--- src/rtl/cache_request_controller.sv ---
// Requester half of a snooping MSI cache controller: serves CPU hits locally and
// drives read-miss / write-miss / invalidate / writeback transactions on the shared bus.
module cache_request_controller #(
  parameter int INDEX_BITS = 2,
  parameter int TAG_BITS   = 4,
  parameter int DATA_W     = 8
) (
  input  logic                           clock,
  input  logic                           reset,
  input  logic                           cpu_valid,
  input  logic                           cpu_write,
  input  logic [TAG_BITS+INDEX_BITS-1:0] cpu_addr,
  input  logic [DATA_W-1:0]              cpu_wdata,
  output logic                           cpu_ready,
  output logic                           cpu_done,
  output logic                           cpu_hit,
  output logic [DATA_W-1:0]              cpu_rdata,
  output logic                           bus_req,
  input  logic                           bus_grant,
  output logic [2:0]                     bus_cmd,
  output logic [TAG_BITS+INDEX_BITS-1:0] bus_addr,
  output logic [DATA_W-1:0]              bus_wdata,
  input  logic                           bus_done,
  input  logic [DATA_W-1:0]              bus_rdata,
  input  logic                           snoop_valid,
  input  logic [INDEX_BITS-1:0]          snoop_index,
  input  logic [1:0]                     snoop_state,
  output logic [DATA_W-1:0]              snoop_rdata
);

  localparam int ADDR_W = TAG_BITS + INDEX_BITS;
  localparam int LINES  = 1 << INDEX_BITS;

  localparam logic [1:0] LS_INV = 2'b00;
  localparam logic [1:0] LS_SHR = 2'b01;
  localparam logic [1:0] LS_EXC = 2'b10;

  localparam logic [2:0] CMD_IDLE = 3'b000;
  localparam logic [2:0] CMD_RDM  = 3'b001;
  localparam logic [2:0] CMD_WRM  = 3'b010;
  localparam logic [2:0] CMD_INV  = 3'b011;
  localparam logic [2:0] CMD_WB   = 3'b100;

  typedef enum logic [2:0] {
    IDLE, CHECK, WB_ARB, WB_XFER, MISS_ARB, MISS_XFER, RESP
  } fsm_t;

  fsm_t fsm_q, fsm_d;

  logic [1:0]          line_state [LINES];
  logic [TAG_BITS-1:0] line_tag   [LINES];
  logic [DATA_W-1:0]   line_data  [LINES];

  logic                req_write;
  logic [ADDR_W-1:0]   req_addr;
  logic [DATA_W-1:0]   req_wdata;
  logic [2:0]          cmd_q;
  logic                hit_q;
  logic [DATA_W-1:0]   resp_data;

  logic [INDEX_BITS-1:0] req_index;
  logic [TAG_BITS-1:0]   req_tag;
  logic [1:0]            cur_state;
  logic [TAG_BITS-1:0]   cur_tag;
  logic [DATA_W-1:0]     cur_data;
  logic                  line_hit;
  logic                  upgrade_lost;

  assign req_index = req_addr[INDEX_BITS-1:0];
  assign req_tag   = req_addr[ADDR_W-1:INDEX_BITS];
  assign cur_state = line_state[req_index];
  assign cur_tag   = line_tag[req_index];
  assign cur_data  = line_data[req_index];
  assign line_hit  = (cur_state != LS_INV) && (cur_tag == req_tag);

  // A pending upgrade turns into a write miss once our copy is gone, including
  // an invalidation landing on this very edge.
  assign upgrade_lost = (cur_state == LS_INV) ||
                        (snoop_valid && snoop_index == req_index && snoop_state == LS_INV);

  assign snoop_rdata = line_data[snoop_index];

  always_ff @(posedge clock) begin
    if (reset) fsm_q <= IDLE;
    else       fsm_q <= fsm_d;
  end

  always_comb begin
    // NOTE: default assignment first so no path through the case infers a latch.
    fsm_d = fsm_q;
    case (fsm_q)
      IDLE:      if (cpu_valid) fsm_d = CHECK;
      CHECK: begin
        if (line_hit && (!req_write || cur_state == LS_EXC)) fsm_d = RESP;
        else if (line_hit)                                   fsm_d = MISS_ARB;
        else if (cur_state == LS_EXC)                        fsm_d = WB_ARB;
        else                                                 fsm_d = MISS_ARB;
      end
      WB_ARB:    if (bus_grant) fsm_d = WB_XFER;
      WB_XFER:   if (bus_done)  fsm_d = MISS_ARB;
      MISS_ARB:  if (bus_grant) fsm_d = MISS_XFER;
      MISS_XFER: if (bus_done)  fsm_d = RESP;
      RESP:      fsm_d = IDLE;
      default:   fsm_d = IDLE;
    endcase
  end

  always_ff @(posedge clock) begin
    if (reset) begin
      // NOTE: the line arrays are reset explicitly; coherence depends on every line starting invalid.
      for (int i = 0; i < LINES; i++) begin
        line_state[i] <= LS_INV;
        line_tag[i]   <= '0;
        line_data[i]  <= '0;
      end
      req_write <= 1'b0;
      req_addr  <= '0;
      req_wdata <= '0;
      cmd_q     <= CMD_IDLE;
      hit_q     <= 1'b0;
      resp_data <= '0;
    end else begin
      // NOTE: non-blocking writes to the same element resolve to the last one, so the
      // controller updates below override a same-edge snoop update.
      if (snoop_valid) line_state[snoop_index] <= snoop_state;
      case (fsm_q)
        IDLE: if (cpu_valid) begin
          req_write <= cpu_write;
          req_addr  <= cpu_addr;
          req_wdata <= cpu_wdata;
        end
        CHECK: begin
          if (line_hit && !req_write) begin
            hit_q     <= 1'b1;
            resp_data <= cur_data;
          end else if (line_hit && cur_state == LS_EXC) begin
            hit_q                <= 1'b1;
            resp_data            <= req_wdata;
            line_data[req_index] <= req_wdata;
          end else begin
            hit_q <= 1'b0;
            cmd_q <= line_hit ? CMD_INV : (req_write ? CMD_WRM : CMD_RDM);
          end
        end
        WB_XFER: if (bus_done) line_state[req_index] <= LS_INV;
        MISS_ARB: if (cmd_q == CMD_INV && upgrade_lost) cmd_q <= CMD_WRM;
        MISS_XFER: if (bus_done) begin
          case (cmd_q)
            CMD_RDM: begin
              line_tag[req_index]   <= req_tag;
              line_data[req_index]  <= bus_rdata;
              line_state[req_index] <= LS_SHR;
              resp_data             <= bus_rdata;
            end
            CMD_WRM: begin
              line_tag[req_index]   <= req_tag;
              line_data[req_index]  <= req_wdata;
              line_state[req_index] <= LS_EXC;
              resp_data             <= req_wdata;
            end
            default: begin
              line_data[req_index]  <= req_wdata;
              line_state[req_index] <= LS_EXC;
              resp_data             <= req_wdata;
            end
          endcase
        end
        default: ;
      endcase
    end
  end

  always_comb begin
    cpu_ready = 1'b0;
    cpu_done  = 1'b0;
    cpu_hit   = 1'b0;
    cpu_rdata = '0;
    bus_req   = 1'b0;
    bus_cmd   = CMD_IDLE;
    bus_addr  = '0;
    bus_wdata = '0;
    case (fsm_q)
      IDLE:     cpu_ready = 1'b1;
      WB_ARB:   bus_req   = 1'b1;
      WB_XFER: begin
        bus_req   = 1'b1;
        bus_cmd   = CMD_WB;
        bus_addr  = {cur_tag, req_index};
        bus_wdata = cur_data;
      end
      MISS_ARB: bus_req   = 1'b1;
      MISS_XFER: begin
        bus_req  = 1'b1;
        bus_cmd  = cmd_q;
        bus_addr = req_addr;
      end
      RESP: begin
        cpu_done  = 1'b1;
        cpu_hit   = hit_q;
        cpu_rdata = resp_data;
      end
      default: ;
    endcase
  end

endmodule

--- config.mk ---
export PLATFORM = sky130hd
export DESIGN_NAME = cache_request_controller
export DESIGN_NICKNAME = d
export VERILOG_FILES = /design/src/rtl/cache_request_controller.sv
export SDC_FILE = /design/constraint.sdc
export NUM_CORES = 1
export LEC_CHECK = 0
export BUFFER_PORTS_ARGS = -buffer_cell sky130_fd_sc_hd__buf_2
export CAP_MARGIN = 20
export CORE_MARGIN = 2
export CORE_UTILIZATION = 52
export DETAILED_ROUTE_END_ITERATION = 6
export PLACE_DENSITY = 0.76
export SYNTH_ARGS = -nofsm -noshare
export SYNTH_HDL_FRONTEND = slang
export SYNTH_SLANG_ARGS = --single-unit
--- constraint.sdc ---
create_clock -name clock -period 2.4 [get_ports clock]
set_input_delay 0.36 -clock clock [delete_from_list [all_inputs] [get_ports clock]]
set_output_delay 0.36 -clock clock [all_outputs]
set_load 0.03 [all_outputs]
; Word-level counts from Yosys, hierarchy flattened
; Memory sizes are Yosys's and may differ from the RTL's. A register that Yosys moved wholly into a read port is not among the register bits.
; Index checks and enable logic that the tools add are counted.
[word_totals]
register_bits = 30
out_inout_bits = 37
input_bits = 33
wordCells = 147
ramBits = 56
n_memories = 3
[memory_table]
columns = memory, depth, word_bits, rd, rd_clocked_by_memory_dff, write_ports, line
row1 = line_data, 4, 8, 2, 1, 4, 52  ; logic [DATA_W-1:0] line_data [LINES];
row2 = line_tag, 4, 4, 1, 1, 4, 51  ; logic [TAG_BITS-1:0] line_tag [LINES];
row3 = line_state, 4, 2, 1, 1, 4, 50  ; logic [1:0] line_state [LINES];
[classes]
n_reduce_logical = 26
n_mux = 83
bitwise = 7
n_eq_ne = 21
[ops]
columns = operator, n
row1 = $mux 8, 10
row2 = $mux 1, 38
row3 = $mux 2, 17
row4 = $mux 3, 11
row5 = $pmux 3 s6, 1
row6 = $ne 2x2->1 const B, 8
row7 = $pmux 8 s2, 1
row8 = $eq 3x2->1 const B, 4
row9 = $pmux 3 s2, 2
row10 = $pmux 6 s2, 1
row11 = $eq 3x3->1 const B, 3
row12 = $mux 4, 2
row13 = $reduce_or 4->1, 2
row14 = $reduce_or 8->1, 1
row15 = $logic_and 1x1->1, 7
row16 = $or 1x1->1, 7
row17 = $eq 3x1->1 const B, 2
row18 = $reduce_bool 2->1, 3
row19 = $reduce_or 2->1, 3
row20 = $reduce_and 5->1, 1
row21 = $eq 4x4->1, 1
row22 = $logic_not 2->1, 2
row23 = $reduce_and 4->1, 1
row24 = $logic_not 3->1, 1
row25 = other kinds (7), 8

; Depth between registers and ports, before layout
[depth]
ltp_word = 13
mapped_depth = 9
depth_no_buf = 8

; Worst setup path before layout
; OpenSTA, ideal clock, no wires.
[synth_path]
path_type = register -> register
from = register (tool-made name)
to = memory line_data[3][0] (enable)
n_path_buf = 2
arrival_time_ns = 2.288
synth_period_minus_slack_ns = 2.662
setup_ns = 0.375
path_stages_with_launch = 9
setup_slack_ns = -0.262
t_required_ns = 2.025
cell_sequence = dfxtp_1 buf_6 mux4_2 xnor2_2 nand3_2 nor3_4 a22oi_2 buf_2 o21bai_1
[synth_rtl]
columns = item, line
row1 = to (decl), 52

==> flow_summary.ini <==
[status]
status = finished clean

[logic_synthesis]
ys_top_cells_by_area = edfxtp_1, dfxtp_1, mux4_2
postSynthCellCount = 465
synth_area_leader_cell = edfxtp_1
synth-simple-area-share_pct = 19.5
synth_xor_area_share_pct = 1.54
ys.flop_type = edfxtp_1
synth_nets = 501
synth_fa_ha_area_share_pct = 0.768
synth_compound_area_share_pct = 12.9
synthArstFlopShare_pct = 0
synth-edff-count = 56
ys_warn_count = 0
synth_area_per_cell_um2 = 10.5
syn_area_um2 = 4890
synth_mux_area_share_pct = 13.5
synth_seq_cells = 87
ys_types = 60
yosysSeqAreaShare_pct = 47.1
synth_top_family_by_area = simple AND/OR/NAND/NOR gates
yosysTopAreaCellShare_pct = 34.4

[worst_setup_path]
cp.required_ns = 2.65
crit_family = multiplexers
cp_slowest_stage_delay_ns = 0.55
rr_worst_depth = 7
crit_path_end_kind = register
path_cells = mux4_2 -> xnor2_2 -> nand3_2 -> or3_1 -> buf_6 -> o41ai_1 -> o41ai_1
cp-endpoint = resp_data[2]
cp_common_cell = o41ai_1
path_depth = 7
crit_fanout = 17
r2r_slack_ns = 0.09
path_class = register to register
cp_slowest_cell = mux4_2
cp.arrival_ns = 2.56
timing.critical_path.buf_inv = 1
cp-start-kind = register
r2r_end = resp_data[2]

[timing]
finClkSkew_ns = 0.0105
setup_slack_ns = 0.0922
tns_ns = 0
setup_viol = 0
holdWs_ns = 0.218
post-route-min-period_ns = 2.31
fmaxAchievable_mhz = 433
timing.final.hold_violations = 0
maxSlewViolCount = 0
worstMarginPinSlew_ns = 0.621
relSlewSlack_pct = 58.5
fin_crit_sh_pct = 96.2

[clocking]
cts_tree = yes
hold_buffers = 0
cts_buffers = 9
cts_buffer_depth = 2
cts_root_buf = clkbuf_8
htree_levels = 3
clk_latency_ns = 0.37
clk_pin_slew_worst_paths_ns = 0.10
cts.sinks = 87

[drt]
wl_met1_mm = 5.28
drtAntennaViolNets = 0
wl_per_cell_um = 19.0
drt_iter0_markers = 289
maxUsedRoutingLayer = met4
routed_wl_mm = 12.4
wl_met2_mm = 6.03
wl_met3_um = 859
first_pass_iters = 5
drc = 0
vias = 3980
via_per_inst = 6.09

[pwr]
leakagePower_nw = 2.24
pwr-share-comb_pct = 22.5
p_seq_share_pct = 49.6
vdd_drop_max_uv = 293
intPower_mw = 2.38
p_total_mw = 3.54
pwr-share-clk_pct = 27.9
switching_share_pct = 32.8
power_switching_mw = 1.16
powerDensity_nw_per_um2 = 621

[run]
cap_violations = 0

[placement]
dp_hpwl_mm = 9.29
port_buffers = 69
post-place-ws_ns = -0.105
gp_congestion = 0.880

[cells_and_area]
fin_nets = 574
post_route_cells_drive_above_1_share_pct = 30.4
antennaDiodeCount = 0
fill_cells = 757
finish.utilization_pct = 62.0
area_delta_synth_final_pct = 16.6

[global_routing]
track_usage_pct = 25.2
grt_max_degree = 31
grt_pass1_vias = 3695
grt_overflow = 0
antenna_found_initial = 0
grt_pass1_wl_mm = 19.5

[floorplanning]
die_w_um = 101
core_um2 = 9200
num_rows = 35
initial_core_util_pct = 53.2
fp.dieH_um = 101
die_area_um2 = 10200
ios = 70

[worst_hold_path]
min_path_type = primary input to register
[flip-flops by register name, summed over array words and instances (netlist names), named ones only]
signal      count
line_data      32
line_tag       16
line_state      8
req_wdata       8
resp_data       8
req_addr        6
fsm_q           3
cmd_q           2
hit_q           1
req_write       1
[metal layers]
metal / vias to the layer above / global-route usage (%)
met3: 19 / 4.23
li1: 1874 / -
met4: 0 / 8.32
met2: 156 / 40.7
met1: 1931 / 34.8
met5: - / 0
[placed cells by master, fill, tap and decap left out, types with 5 or more instances in the layout]
master / netlist / final
mux2i_1: 20 / 19
buf_4: 2 / 30
nand2_1: 57 / 57
edfxtp_1: 56 / 56
mux4_2: 20 / 20
inv_1: 11 / 11
a21oi_1: 20 / 20
o21ai_0: 10 / 10
dfxtp_1: 31 / 29
nor3_1: 36 / 36
o41ai_1: 14 / 8
and2_1: 10 / 10
nor2_1: 39 / 39
clkbuf_8: 0 / 9
o41ai_2: 2 / 8
o211ai_1: 8 / 8
nand2b_1: 14 / 14
and3_1: 10 / 10
inv_6: 0 / 5
nand3_1: 8 / 8
buf_2: 6 / 69
[per-stage QoR]
| stage | cell area, um^2 | std cells |
|---|---|---|
| 2_1_floorplan | 4900 | 465 |
| 3_3_place_gp | 5450 | 637 |
| 3_5_place_dp | 5450 | 637 |
| 4_1_cts | 5640 | 653 |
| 5_1_grt | 5700 | 654 |
| 6_report | 5700 | 654 |
[cells by family after synthesis]
kind of cell / Yosys count
muxes: 41
buffers and inverters: 50
AOI/OAI and AO/OA: 85
adders and majority gates: 3
xor gates and xnor gates: 6
and+or+nand+nor: 193
DFF: 87
[power by group through the flow]
| stage | sequential (mW) | combinational (mW) | clock (mW) |
|---|---|---|---|
| 6_report | 1.76 | 0.799 | 0.989 |
| 5_1_grt | 1.77 | 0.869 | 1.07 |
| 4_1_cts | 1.75 | 0.771 | 1.00 |
| 3_5_place_dp | 1.79 | 0.766 | 0 |
| 3_3_place_gp | 1.78 | 0.750 | 0 |
| 2_1_floorplan | 1.74 | 0.583 | 0 |
[cell type report]
cell class	count	area, um^2	area share, %
Tap cell	111	139	2.44
Multi-Input combinational cell	328	2430	42.6
Timing Repair Buffer	101	602	10.6
Sequential cell	87	2310	40.5
Clock inverter	7	58.8	1.03
Inverter	11	41.3	0.724
Clock buffer	9	124	2.17
[worst min-delay path by stage]
stage | from | end | depth (start not counted)
2_1_floorplan | hit_q | hit_q | 2
3_3_place_gp | hit_q | hit_q | 2
3_5_place_dp | hit_q | hit_q | 2
4_1_cts | cpu_wdata[5] | req_wdata[5] | 3
5_1_grt | cpu_wdata[3] | req_wdata[3] | 3
6_report | cpu_addr[5] | req_addr[5] | 3
[tightest hold or removal path, cell delays in order]
cell,delay [ns]
buf_2,0.09
nand2_1,0.05
a21oi_1,0.05
[synthesized netlist by cell type, types with 10 or more instances]
| cell type | count |
|---|---|
| nand2_1 | 57 |
| dfxtp_1 | 31 |
| and3_1 | 10 |
| inv_1 | 11 |
| o41ai_1 | 14 |
| mux4_2 | 20 |
| and2_1 | 10 |
| nor2_1 | 39 |
| nor3_1 | 36 |
| a21oi_1 | 20 |
| nand2b_1 | 14 |
| edfxtp_1 | 56 |
| clkbuf_1 | 23 |
| mux2i_1 | 20 |
| o21ai_0 | 10 |
[what timing repair did]
item / in CTS / in global routing
pin swaps: 0 / 2
setup buffers: 0 / 1
setup endpoints to repair: 45 / 50
gates resized for setup: 3 / 9
Note: power is estimated with default switching activity, not from simulation.
